[config.mk]
export PLATFORM = sky130hd
export DESIGN_NAME = float_to_pcm
export DESIGN_NICKNAME = d
export VERILOG_FILES = /design/src/rtl/float_to_pcm.sv
export SDC_FILE = /design/constraint.sdc
export NUM_CORES = 1
export LEC_CHECK = 0
export CAP_MARGIN = 30
export CORE_ASPECT_RATIO = 1.5
export CORE_UTILIZATION = 45
export DETAILED_ROUTE_END_ITERATION = 7
export GPL_TIMING_DRIVEN = 0
export PLACE_DENSITY = 0.71
export SLEW_MARGIN = 20
export SYNTH_ARGS = -nofsm -noshare
export SYNTH_HDL_FRONTEND = slang
export SYNTH_SLANG_ARGS = --single-unit
[constraint.sdc]
create_clock -name clk -period 3.1 [get_ports clk]
set_clock_uncertainty 0.1 [all_clocks]
set_input_delay 0.93 -clock clk [delete_from_list [all_inputs] [get_ports clk]]
set_output_delay 0.93 -clock clk [all_outputs]
set_load 0.005 [all_outputs]
[src/rtl/float_to_pcm.sv]
// Output stage: IEEE-754 single-precision samples to saturated signed PCM.
// Three-stage pipeline (classify, align, sign/saturate) with a clip-event counter.
module float_to_pcm #(
   parameter int unsigned WIDTH = 32,
   parameter int unsigned OUT_W = 24,
   parameter int unsigned CNT_W = 16
) (
   input  logic             clk,
   input  logic             rst_n,
   input  logic [WIDTH-1:0] in_data,
   input  logic             in_valid,
   output logic             in_ready,
   output logic [OUT_W-1:0] out_data,
   output logic             out_valid,
   input  logic             out_ready,
   output logic             out_clip,
   input  logic             clip_clr,
   output logic [CNT_W-1:0] clip_cnt
);

   localparam int unsigned MAN_W = 23;
   localparam int unsigned EXP_W = 8;
   localparam int unsigned K_W   = 10;
   localparam int unsigned WIDE_W = 64;

   // k = e - 127 + OUT_W - 1, kept modulo 2^K_W so the add stays unsigned
   localparam logic [K_W-1:0]        K_OFS   = K_W'(OUT_W + 1024 - 128);
   localparam logic signed [K_W-1:0] K_MAX   = K_W'(OUT_W - 1);
   localparam logic signed [K_W-1:0] K_SIG   = K_W'(MAN_W);
   localparam logic [OUT_W-1:0]      PCM_MAX = {1'b0, {(OUT_W-1){1'b1}}};
   localparam logic [OUT_W-1:0]      PCM_MIN = {1'b1, {(OUT_W-1){1'b0}}};
   localparam logic [CNT_W-1:0]      CNT_MAX = '1;

   typedef enum logic [1:0] {
      CL_NUM  = 2'd0,
      CL_ZERO = 2'd1,
      CL_INF  = 2'd2
   } cls_t;

   logic                  en;

   logic                  s1_v;
   logic                  s1_sign;
   cls_t                  s1_cls;
   logic signed [K_W-1:0] s1_k;
   logic [MAN_W-1:0]      s1_man;

   logic                  s2_v;
   logic                  s2_sign;
   logic                  s2_ovf;
   logic [OUT_W-1:0]      s2_mag;

   logic [EXP_W-1:0]      in_exp;
   logic [MAN_W-1:0]      in_man;
   cls_t                  s1_cls_n;
   logic signed [K_W-1:0] s1_k_n;

   logic [WIDE_W-1:0]     sig_wide;
   logic                  s2_ovf_n;
   logic [OUT_W-1:0]      s2_mag_n;

   logic [OUT_W-1:0]      s3_data_n;
   logic                  s3_clip_n;

   // Whole pipe moves in lockstep; stalls only when the output is held.
   assign en       = ~out_valid | out_ready;
   assign in_ready = en;

   assign in_exp = in_data[30:23];
   assign in_man = in_data[22:0];

   // S1: classify and compute the output bit position of the hidden one
   always_comb begin
      s1_cls_n = CL_NUM;
      s1_k_n   = {2'b00, in_exp} + K_OFS;
      if (in_exp == '1) begin
         s1_cls_n = (in_man != '0) ? CL_ZERO : CL_INF;
      end else if (in_exp == '0) begin
         s1_cls_n = CL_ZERO;
      end
   end

   assign sig_wide = {{(WIDE_W-MAN_W-1){1'b0}}, 1'b1, s1_man};

   // S2: align significand to the PCM grid, truncating toward zero
   always_comb begin
      s2_ovf_n = 1'b0;
      s2_mag_n = '0;
      if (s1_cls == CL_INF) begin
         s2_ovf_n = 1'b1;
      end else if (s1_cls == CL_NUM) begin
         if (s1_k > K_MAX) begin
            s2_ovf_n = 1'b1;
         end else if (s1_k[K_W-1]) begin
            s2_mag_n = '0;
         end else if (s1_k <= K_SIG) begin
            s2_mag_n = OUT_W'(sig_wide >> (6'(MAN_W) - s1_k[5:0]));
         end else begin
            s2_mag_n = OUT_W'(sig_wide << (s1_k[5:0] - 6'(MAN_W)));
         end
      end
   end

   // S3: apply sign and saturate; exactly -1.0 is representable
   always_comb begin
      s3_data_n = s2_mag;
      s3_clip_n = 1'b0;
      if (!s2_sign) begin
         if (s2_ovf || s2_mag[OUT_W-1]) begin
            s3_data_n = PCM_MAX;
            s3_clip_n = 1'b1;
         end
      end else begin
         if (s2_ovf || (s2_mag > PCM_MIN)) begin
            s3_data_n = PCM_MIN;
            s3_clip_n = 1'b1;
         end else if (s2_mag == PCM_MIN) begin
            s3_data_n = PCM_MIN;
         end else begin
            s3_data_n = OUT_W'(~s2_mag + 1'b1);
         end
      end
   end

   always_ff @(posedge clk or negedge rst_n) begin
      if (!rst_n) begin
         s1_v      <= 1'b0;
         s1_sign   <= 1'b0;
         s1_cls    <= CL_ZERO;
         s1_k      <= '0;
         s1_man    <= '0;
         s2_v      <= 1'b0;
         s2_sign   <= 1'b0;
         s2_ovf    <= 1'b0;
         s2_mag    <= '0;
         out_valid <= 1'b0;
         out_data  <= '0;
         out_clip  <= 1'b0;
      end else if (en) begin
         s1_v      <= in_valid;
         s1_sign   <= in_data[31];
         s1_cls    <= s1_cls_n;
         s1_k      <= s1_k_n;
         s1_man    <= in_man;
         s2_v      <= s1_v;
         s2_sign   <= s1_sign;
         s2_ovf    <= s2_ovf_n;
         s2_mag    <= s2_mag_n;
         out_valid <= s2_v;
         out_data  <= s3_data_n;
         out_clip  <= s2_v & s3_clip_n;
      end
   end

   // Clip monitor: clear wins over a same-cycle increment, sticks at all-ones
   always_ff @(posedge clk or negedge rst_n) begin
      if (!rst_n) begin
         clip_cnt <= '0;
      end else if (clip_clr) begin
         clip_cnt <= '0;
      end else if (en && s2_v && s3_clip_n && (clip_cnt != CNT_MAX)) begin
         clip_cnt <= clip_cnt + CNT_W'(1);
      end
   end

endmodule

After elaboration in Yosys (flattened, before gate mapping)
Index checks and enable logic that the tools add are counted.
{"block": "word_totals", "register_bits": 106, "input_bits": 37, "out_inout_bits": 43, "word_cells": 60}
{"block": "op_classes", "add_sub_neg": 5, "n_lt_le_gt_ge": 3, "n_eq_ne": 4, "n_shift": 2, "mux": 20, "bitwise_logic": 4, "n_reduce_logical": 9}
{"operator": "2-to-1 mux 24 bit", "n": 9}
{"operator": "2-to-1 mux 16 bit", "n": 2}
{"operator": "adder 24 x 1 -> 24 bit (second input constant)", "n": 1}
{"operator": "== test 24 bit (second input constant)", "n": 1}
{"operator": "> comparator 24 bit (second input constant)", "n": 1}
{"operator": "NOT 24 bit", "n": 1}
{"operator": "left shift 24 x 6 -> 24 bit", "n": 1}
{"operator": "right shift 24 x 6 -> 24 bit", "n": 1}
{"operator": "nonzero test 23 bit", "n": 1}
{"operator": "adder 16 x 1 -> 16 bit (second input constant)", "n": 1}
{"operator": "!= test 16 bit (second input constant)", "n": 1}
{"operator": "adder 9 x 8 -> 10 bit (second input constant)", "n": 1}
{"operator": "> comparator 10 x 6 -> 1 bit (second input constant)", "n": 1}
{"operator": "less-or-equal comparator 10 x 6 -> 1 bit (second input constant)", "n": 1}
{"operator": "== test 8 bit (second input constant)", "n": 1}
{"operator": "logical NOT 8 bit", "n": 1}
{"operator": "2-to-1 mux 1 bit", "n": 7}
{"operator": "subtractor 5 x 6 -> 6 bit (first input constant)", "n": 1}
{"operator": "subtractor 6 x 5 -> 6 bit (second input constant)", "n": 1}
{"operator": "2-to-1 mux 2 bit", "n": 2}
{"operator": "logical AND 1 bit", "n": 3}
{"operator": "== test 2 bit (second input constant)", "n": 1}
{"operator": "logical NOT 2 bit", "n": 1}
{"operator": "logical OR 1 bit", "n": 2}
{"operator": "4 further kinds", "n": 4}

Logic depth before layout (Yosys ltp)
Gate-level depths: netlist (run 1).
{"block": "depth", "ltp_word": 8, "mapped_depth": 9, "ltp_nobuf": 7}

Least setup slack after synthesis (run 1)
No wires, ideal clock.
{"block": "synth_path", "path_type": "input-to-output", "startpoint": "input port out_ready", "endpoint": "output port in_ready", "arrival_time_ns": 1.587, "setup_slack_ns": 0.483, "path_stages": 4, "n_path_buf": 2, "path_cell_list": "nor2b_1 > inv_1 > clkbuf_1 > buf_1"}
{"block": "synth_via", "elab_chain_len": 1}
{"item": "start: declaration", "line": "15", "text": "input logic out_ready,"}
{"item": "bitwise OR 1 bit", "line": "66", "text": "assign en = ~out_valid | out_ready;"}
{"item": "end: declaration", "line": "12", "text": "output logic in_ready,"}
Every way passes these cells.

Worst setup path in the final report (run 1)
Same ends and word-level chain as after synthesis.

==> results of run 1 <==
-- flip-flops by register name, indices dropped and copies added (netlist names) --
signal / flops
s1_cls: 2
s1_v: 1
out_valid: 1
s1_k: 10
s2_mag: 24
s2_sign: 1
out_clip: 1
clip_cnt: 16
s1_man: 23
s1_sign: 1
s2_ovf: 1
s2_v: 1
out_data: 24
-- metal layers --
metal | share of wire, % | vias to the layer above
met5 | 0 | -
li1 | - | 2735
met2 | 54 | 187
met4 | 3.1 | 0
met3 | 3.5 | 37
met1 | 40 | 2766
-- critical path, delay by kind of cell --
kind                   cells  cell delay (ns)
buffers and inverters      4             0.85
AND/OR/NAND/NOR            1             0.15
-- power breakdown --
part | internal, uW | switching [uW]
Clock | 731 | 502
Sequential | 1690 | 230
Combinational | 1100 | 1350
Total | 3520 | 2080
-- path summary, 6_finish.rpt --
path	endpoint	start	slack, ns	cells past startpoint
max	in_ready	out_ready	0.13	5
min	clip_cnt[5]	rst_n	0.34	1
max reg2reg	clip_cnt[7]	s2_mag[1]	0.46	8
min reg2reg	s1_sign	s1_sign	0.37	2
max in group asynchronous	s1_cls[0]	rst_n	1.88	2
min in group clk	s1_sign	s1_sign	0.37	2
-- cells in the final DEF, fill, tap and decap left out, types with 15 or more instances in the layout --
cell,synthesis,layout
o21ai_1,15,15
mux2_2,19,19
nor4_1,15,15
clkbuf_1,32,33
nor2_1,54,54
clkdlybuf4s50_1,0,76
o31ai_1,20,20
o21ai_0,30,30
mux2i_1,25,25
a21oi_1,39,39
nand2_1,146,146
dfrtp_1,105,105
-- cell families after synthesis --
logic type | after synthesis | synth area share [%]
multiplexers | 57 | 11.80
flip-flops | 106 | 42.21
AND/OR/NAND/NOR | 295 | 22.43
adder cells (fa/ha/maj) | 7 | 1.393
buffers and inverters | 61 | 4.318
XOR/XNOR | 3 | 0.4180
AO/OA/AOI/OAI | 169 | 17.43
-- stage by stage --
step / std cells / total power, uW / util [%] / setup TNS [ns] / hold slack [ns]
final: 957 / 5598 / 56.51 / 0 / 0.3366
after global routing: 957 / 5926 / 56.51 / 0 / 0.3486
after CTS: 957 / 5604 / 56.50 / 0 / 0.3451
after detailed placement: 939 / 4351 / 53.94 / -3.275 / 0.3597
after global placement: 938 / 4292 / 53.73 / -305.67 / 0.3543
after floorplan: 698 / 3374 / - / 0 / 0.3335
-- timing repair --
| item | CTS | global route |
|---|---|---|
| resized for setup | 7 | 2 |
| hold buffers | 0 | 0 |
| setup endpoints to repair | 1 | 15 |
| setup buffers | 3 | 0 |
-- final cells by class --
cell class	count	area, um2
Tap cell	162	202.7
Clock buffer	13	250.2
Fill cell	1269	5886
Sequential cell	106	2654
Clock inverter	3	65.06
Timing Repair Buffer	82	830.8
Multi-Input combinational cell	531	3364
Inverter	12	45.04
Buffer	48	235.2
==> impl_results.md, run 1 <==
- Slew Viols, Final: 0
- Skew-Pair Late Insertion Delay: between 0.3 and 0.4 ns
- Layout area overhead: 21.63%
- Placement Cell Area: 0.007300 mm2
- Mean Syn Cell Area: around 9.0 um2
- Worst slew pin tran: 0.7216 ns
- CP Launch Type: input port
- GRT overflow: 0
- Maximum vdd drop: between 0.3 and 0.4 mV
- Register area share after synthesis: 42.21%
- CTS max path bufs: 2
- Vias in the first global route: 5,498
- Worst hold path class: in2async
- Maximum level of the CTS H-tree: 3
- Nets: around 830
- Crit-path cells: clkdlybuf4s50_1, nor2b_2, inv_2, buf_8, dlygate4sd2_1
- Row Count: 52
- Worst Setup End Kind: output port
- Syn Nets: about 740
- Synth top area share: a little over two fifths
- DRC: 3
- Fmax: roughly 340 MHz
- Root Driver: clkbuf_16
- CTS Sinks: about 110
- Final worst path period share: a little over nine tenths
- Max-cap violations: 0
- Met2 usage in global routing: between 40 and 50%
- Critical Path AT: around 1.9 ns
- Min cycle time layout: around 3.0 ns
- Distinct cell type count after synthesis: a little under 70
- Fin area: approximately 0.0076 mm2
- Pre-antenna DRT Iters: 8
- Clock buffer count from CTS: 9
- HPWL after DPL: 13,540 um
- Largest area contributor in the netlist: dfrtp_1
- Met3 usage: 2.664%
- Final worst setup slack: about 0.13 ns
- Worst-path clk slew: approximately 0.070 ns
- Top_reg_cell synth: dfrtp_1
- Buffers added on ports: roughly 80
- Status: finished with violations
- Most numerous cell in the Yosys netlist: nand2_1
- Initial drt markers: roughly 270
- Number of vias per cell: around 6
- CTS tree: yes
- Async SR Flop Fraction: between 90% and 100%
- Initial antenna violation count: 0
- Worst-path maximum fanout: 2
- Share of cells above drive strength 1: under 10%
- Final setup vio count: 0
- Die area: approximately 0.014 mm2
- Top Usage Layer GRT: met2
- Die Wd: 98.51 um
- Crit path max-delay cell type: clkdlybuf4s50_1
- Post-synth EDFFs: 0
- Seq cells post-synth: around 110
- Yosys warnings: 0
- Failing checks: design-rule violations
- Top post-synthesis cells by area: dfrtp_1 (42%), nand2_1 (8.7%), mux2i_1 (4.0%)
- Slew headroom: 51.89%
- Synth cell count leaders: nand2_1 (146), dfrtp_1 (105), nor2_1 (54)
- Routed vias: 5,725
- Final antenna-violating net count: 0
- Worst endpoint required time: 2.07 ns
- Antenna cell count: 0
- WS Path Type: in2out
- GR Util met1: between 20 and 30%
- Synthesized area: about 0.0063 mm2
- Core box area: 0.01353 mm2
- RSZ-0062 raised after global routing: false
- Starting Density: between 40% and 50%
- Routability cong.: about 0.93
- Pre-CTS setup slack: -1.073 ns
- GR Util All Layers: between 20% and 30%
- Total wire length: 17,640 um
- Cells after Synth: 698
- Global-route wire length before repair: between 20,000 and 30,000 um
- Die height: 146.8 um
- Slowest stage delay, CP: between 0.4 and 0.5 ns
- Fin. Hold Viols: 0
- P per Cell Area: between 700 and 800 mW/mm2
- Wire length per cell: 18.44 um
- Top-Level Pins: 80
- Leakage: between 0.003 and 0.004 uW
- Largest net degree at the start of global routing: a little under 80
No activity file was read; power rests on OpenSTA's default activity.
==> run 2, diff against run 1 <==
==> constraint.sdc (replaced) <==
create_clock -name clk -period 2.75 [get_ports clk]
set_clock_uncertainty 0.1 [all_clocks]
set_input_delay 0.825 -clock clk [delete_from_list [all_inputs] [get_ports clk]]
set_output_delay 0.825 -clock clk [all_outputs]
set_load 0.005 [all_outputs]
==> run 2 against run 1 <==
Effect of this change: the run still ends with design-rule violations left; worst hold slack lost 0.11 ns; die area did not move; total power is 13% higher; core utilization rose by 0.24 points; routed wire length decreased by 0.29%; first-iteration DRC count grew 9.7%; global-route usage hardly changed; clock power rose by 13%; sequential power rose by 12%; sequential share of layout area down 0.15 points; clock-buffer cell count unchanged; critical path type unchanged; largest power group unchanged.
==> impl_results.md, run 2 (synthesis gave the netlist of run 1 again) <==
- HPWL after DPL: 13,540 um (unchanged)
- Setup TNS: 0 ns (unchanged)
- Global-route wire length before repair: 28,680 um (about the same)
- Switching Share: 37.11% (-0.059 points)
- Worst-path maximum fanout: 2 (unchanged)
- Die height: 146.8 um (unchanged)
- GR Util All Layers: 25.40% (about the same)
- Core box area: 0.01353 mm2 (unchanged)
- CTS tree: yes
- Leakage: 0.003304 uW (+0.64%)
- Nets: 836 (+0.24%)
- GRT overflow: 0 (unchanged)
- Min cycle time layout: roughly 2.7 ns
- Switching power: 2347 uW (+13%)
- Final worst path period share: between 90% and 100%
- Worst hold path class: in2async
- Worst endpoint required time: 1.83 ns (-0.24 ns)
- Initial drt markers: 294 (+9.7%)
- Int Power: 3978 uW (+13%)
- Total wire length: 17,590 um (-0.29%)
- Seq pwr share: 34.2% (about the same)
- Final antenna-violating net count: 0 (unchanged)
- Status: finished with violations
- Wire length per cell: 18.34 um (-0.50%)
- Gate power share: 43.9% (about the same)
- Commonest non-fill, non-tap cell in the layout: nand2_1
- Layout area overhead: 22.15%
- Vias in the first global route: 5,513 (+0.27%)
- Slew Viols, Final: 0 (unchanged)
- Fmax: 371.8 MHz
- Layout Cells excl Fill: 959 (+0.21%)
- Initial antenna violation count: 0 (unchanged)
- DRC: 3 (unchanged)
- Buffers added on ports: 78 (unchanged)
- Row Count: 52 (unchanged)
- Final worst setup slack: 0.06002 ns (-0.07183 ns)
- Skew-Pair Late Insertion Delay: 0.35 ns (about the same)
- Root Driver: clkbuf_16
- Failing checks: design-rule violations
- Final setup vio count: 0 (unchanged)
- Final Total Pwr: 6325 uW (+13%)
- CTS Sinks: 106 (unchanged)
- WS Path Type: in2out
- Critical Path AT: 1.76 ns (-0.18 ns)
- Maximum level of the CTS H-tree: 3 (unchanged)
- Pre-CTS setup slack: -1.213 ns (-0.1400 ns)
- Pre-antenna DRT Iters: 8 (unchanged)
- P per Cell Area: 823.5 mW/mm2 (+12%)
- Max-cap violations: 0 (unchanged)
- Clock buffer count from CTS: 9 (unchanged)
- Worst-path clk slew: 0.07 ns (about the same)
- CP Launch Type: input port
- Top-Level Pins: 80 (unchanged)
- Placed Cells: 939 (unchanged)
- Fin. Hold Viols: 0 (unchanged)
- Clock power frac: 21.9% (about the same)
- Maximum vdd drop: 0.4582 mV (+16%)
- Share of cells above drive strength 1: 10.41% (+0.48 points)
- Cts hold-fix bufs: 0 (unchanged)
- R2R depth: 8 (unchanged)
- Worst Setup End Kind: output port
- Die Wd: 98.51 um (unchanged)
- Largest net degree at the start of global routing: 79 (unchanged)
- Most frequent cells in the layout: nand2_1 (146), dfrtp_1 (105), clkdlybuf4s50_1 (75), nor2_1 (54), a21oi_1 (39)
- Antenna cell count: 0 (unchanged)
- CTS max path bufs: 2 (unchanged)
- Slew headroom: 51.35% (-0.54 points)
- RSZ-0062 raised after global routing: false
- Fill count: 1,270 (+0.079%)
- Largest registers: out_data: 24 flops, s2_mag: 24 flops, s1_man: 23 flops
- Flop-to-flop setup slack: 0.25 ns (-0.21 ns)
- Number of vias per cell: 5.960 (-0.37%)
- Starting Density: 46.46% (unchanged)
- Routed vias: 5,716 (-0.16%)
- Worst slew pin tran: 0.7297 ns (+0.008077 ns)
- Routability cong.: 0.9257 (unchanged)
- Die area: 0.01446 mm2 (unchanged)
[run 2: changes by cell type in the layout (fill, tap and decap cells not counted)]
cell / before / now
buf_4: 7 / 8
clkbuf_1: 33 / 32
clkbuf_2: 1 / 2
clkbuf_8: 1 / 2
clkdlybuf4s50_1: 76 / 75
dlygate4sd2_1: 1 / 2
nor3_1: 12 / 11
nor3_2: 0 / 1
nor3b_2: 2 / 1
nor3b_4: 0 / 1
[run 2: layout make-up]
class	count	area, um2	area share [%]
plain buffers	49	250.2	3.258
clock buffers	13	250.2	3.258
clock inverters	3	65.06	0.8472
inverters	12	45.04	0.5865
multi-input cells	531	3376	43.96
flip-flops and latches	106	2654	34.56
well taps	162	202.7	2.639
repair buffers	83	837.1	10.90
[run 2: timing repair]
action | in CTS | in global routing
setup endpoints to repair | 20 | 40
endpoints found under the hold margin | 0 | 0
resized for setup | 11 | 6
setup buffers | 4 | 0
[run 2: stage by stage]
step,area (um2),util (%),hold slack (ns)
global placement,7271,53.73,0.3543
finish,7680,56.75,0.2312
global route,7680,56.75,0.2436
detailed placement,7300,53.94,0.3597
floorplan,6287,-,0.3335
CTS,7666,56.65,0.2401
[run 2: path summary, 6_finish.rpt]
| kind | from | endpoint |
|---|---|---|
| setup / recovery | out_ready | in_ready |
| hold / removal | rst_n | clip_cnt[5] |
| setup reg to reg | s2_mag[1] | clip_cnt[7] |
| hold reg to reg | s1_sign | s1_sign |
| max in group asynchronous | rst_n | s1_cls[0] |
| min in group clk | s1_sign | s1_sign |
[run 2: power by group through the flow]
stage | sequential (uW) | clock, uW | combinational (uW)
after floorplan | 2140 | 0 | 1670
after global placement | 2170 | 0 | 2670
after detailed placement | 2190 | 0 | 2720
after CTS | 2160 | 1410 | 2770
after global routing | 2210 | 1460 | 3020
final | 2160 | 1390 | 2780
[run 2: per-layer routing]
layer	global-route usage, %	up-vias	share of wire, %
met5	0	-	0
met4	10.75	0	3.0
met3	2.664	33	3.8
met2	47.22	178	54
met1	29.36	2766	39
li1	-	2739	-
[run 2: worst max-delay path: stages]
cell           delay (ns)
dlygate4sd2_1        0.24
nor2b_2              0.14
inv_2                0.06
clkbuf_8             0.13
buf_8                0.11
dlygate4sd2_1        0.25
==> run 3, diff against run 2 <==
--- a/config.mk
+++ b/config.mk
@@ -7,10 +7,11 @@
 export LEC_CHECK = 0
 export CAP_MARGIN = 30
 export CORE_ASPECT_RATIO = 1.5
-export CORE_UTILIZATION = 45
+export CORE_MARGIN = 5
+export CORE_UTILIZATION = 40
 export DETAILED_ROUTE_END_ITERATION = 7
 export GPL_TIMING_DRIVEN = 0
-export PLACE_DENSITY = 0.71
+export PLACE_DENSITY = 0.65
 export SLEW_MARGIN = 20
 export SYNTH_ARGS = -nofsm -noshare
 export SYNTH_HDL_FRONTEND = slang
==> run 3 against run 2 <==
Effect of this change: register-to-register slack worse by 0.03 ns; highest routed layer unchanged; global-route usage fell by 4.9 points; core utilization is 7.3 points lower; the flow now finishes without violations; sequential share of layout area is 0.079 points lower; flip-flop and latch count unchanged.
==> impl_results.md, run 3 (synthesis gave the netlist of run 1 again) <==
- Status: finished, final reports clean
- Seq pwr share: 34.7% (+0.5 points)
- Share of cells above drive strength 1: 10.16% (-0.25 points)
- Largest net degree at the start of global routing: 61 (-23%)
- Largest registers: out_data: 24 flops, s2_mag: 24 flops, s1_man: 23 flops
- WL met1: 7266 um (+5.8%)
- Switching Share: 37.74% (+0.63 points)
- Nets: 836 (unchanged)
- Layout area overhead: 22.43%
- Top-Level Pins: 80 (unchanged)
- Die area: 0.01838 mm2 (+27%)
- CTS tree: yes
- Routability cong.: 0.9102 (-1.7%)
- Most frequent cells in the layout: nand2_1 (146), dfrtp_1 (105), clkdlybuf4s50_1 (75), nor2_1 (54), a21oi_1 (39)
- P per Cell Area: 806.1 mW/mm2 (-2.1%)
- Setup TNS: 0 ns (unchanged)
- Worst endpoint required time: 1.83 ns (about the same)
- Fmax: 381.7 MHz (+2.7%)
- DRC: 0 (-3)
- Worst-path clk slew: 0.07 ns (about the same)
- Final worst path period share: 95.27% (-2.5 points)
- Core box area: 0.01555 mm2 (+15%)
- GRT overflow: 0 (unchanged)
- CTS Sinks: 106 (unchanged)
- Vias in the first global route: 5,832 (+5.8%)
- Buffers added on ports: 78 (unchanged)
- CP startpoint: out_ready
- R2R depth: 8 (unchanged)
- Final antenna-violating net count: 0 (unchanged)
- Total wire length: 18,350 um (+4.3%)
- Final worst setup slack: 0.1300 ns (+0.06998 ns)
- Commonest non-fill, non-tap cell in the layout: nand2_1
- WS Path Type: in2out
- Skew-Pair Late Insertion Delay: 0.34 ns (about the same)
- RSZ-0062 raised after global routing: false
- Worst Setup End Kind: output port
- DR top layer: met4
- Worst R2R End: clip_cnt[5]
- Switching power: 2342 uW (-0.22%)
- GR Util All Layers: 20.45% (-4.9 points)
- Pre-antenna DRT Iters: 7 (-1)
- Placement Cell Area: 0.007351 mm2 (+0.70%)
- Root Driver: clkbuf_16
- CP Launch Type: input port
- Maximum vdd drop: 0.4250 mV (-7.3%)
- Worst hold path class: in2async
- Slew headroom: 49.71% (-1.6 points)
- Maximum level of the CTS H-tree: 3 (unchanged)
- Die Wd: 112.4 um (+14%)
- Hold_ws: 0.3108 ns (+0.07956 ns)
- CP endpoint: in_ready
- Clock power frac: 20.3% (-1.6 points)
- Global-route wire length before repair: 30,120 um (+5.0%)
- Fin area: 0.007697 mm2 (+0.23%)
- Fin. Hold Viols: 0 (unchanged)
- Worst-path maximum fanout: 10 (+8)
- Slew Viols, Final: 0 (unchanged)
- Met3 wire len: 702 um (+3.8%)
- Final setup vio count: 0 (unchanged)
- Met2 wire length: 9651 um (+1.4%)
- Critical Path AT: 1.69 ns (-0.07 ns)
- Min cycle time layout: 2.620 ns (-0.06998 ns)
- Wire length per cell: 18.35 um (about the same)
- Routed vias: 5,720 (+0.070%)
- Gate power share: 45.1% (+1.2 points)
- Starting Density: 40.42% (-6.0 points)
- Initial antenna violation count: 0 (unchanged)
- HPWL after DPL: 14,160 um (+4.6%)
- CTS max path bufs: 2 (unchanged)
- Int Power: 3863 uW (-2.9%)
- Final Total Pwr: 6205 uW (-1.9%)
- Row Count: 56 (+7.7%)
- Initial drt markers: 330 (+12%)
- Pre-CTS setup slack: -1.280 ns (-0.06693 ns)
- Clock buffer count from CTS: 9 (unchanged)
- Die height: 163.6 um (+11%)
- Antenna cell count: 0 (unchanged)
- Reg-to-reg startpoint: s2_mag[1]
- Leakage: 0.003286 uW (-0.57%)
- Number of vias per cell: 5.720 (-4.0%)
- Max-cap violations: 0 (unchanged)
- Flop-to-flop setup slack: 0.22 ns (-0.03 ns)
- Worst slew pin tran: 0.7543 ns (+0.02457 ns)
run 3: through the flow:
step	utilization, %	std cells
2_1_floorplan	-	698
3_3_place_gp	47.07	979
3_5_place_dp	47.26	980
4_1_cts	49.43	1000
5_1_grt	49.49	1000
6_report	49.49	1000
run 3: how the worst min path moves through the flow:
stage | from | endpoint | slack (ns) | cells after the start
floorplan | s1_man[0] | s1_man[0] | 0.33 | 2
global placement | s1_v | s1_v | 0.36 | 2
detailed placement | s1_v | s1_v | 0.36 | 2
CTS | rst_n | clip_cnt[15] | 0.32 | 1
global route | rst_n | clip_cnt[15] | 0.34 | 1
finish | rst_n | clip_cnt[15] | 0.31 | 1
run 3: what timing repair did:
action,CTS,global route
hold endpoints to repair,0,0
endpoints found under the setup margin,21,38
resized for setup,11,7
hold buffers,0,0
pin swaps,0,0
setup buffers,4,0
run 3: layout make-up:
class / instances / area, um2
Inverter: 12 / 45.04
Sequential cell: 106 / 2654
Multi-Input combinational cell: 531 / 3373
Tap cell: 203 / 254.0
Clock inverter: 3 / 42.54
Clock buffer: 13 / 240.2
Timing Repair Buffer: 83 / 833.3
Buffer: 49 / 255.2
Fill cell: 1513 / 7858
run 3: power by group through the flow:
stage	registers, uW	logic [uW]	clock network, uW
final	2150	2800	1260
after global routing	2200	3050	1360
after CTS	2150	2790	1280
after detailed placement	2180	2730	0
after global placement	2170	2710	0
after floorplan	2140	1670	0
run 3: metal layers:
| layer | vias up | global-route usage, % |
|---|---|---|
| li1 | 2733 | - |
| met1 | 2763 | 23.61 |
| met2 | 179 | 36.71 |
| met3 | 45 | 2.632 |
| met4 | 0 | 10.72 |
| met5 | - | 0 |
run 3: worst max-delay path, cell delays in order:
cell,delay (ns)
dlygate4sd2_1,0.25
nor2b_1,0.14
inv_1,0.09
clkbuf_8,0.14
buf_12,0.14
clkbuf_2,0.11
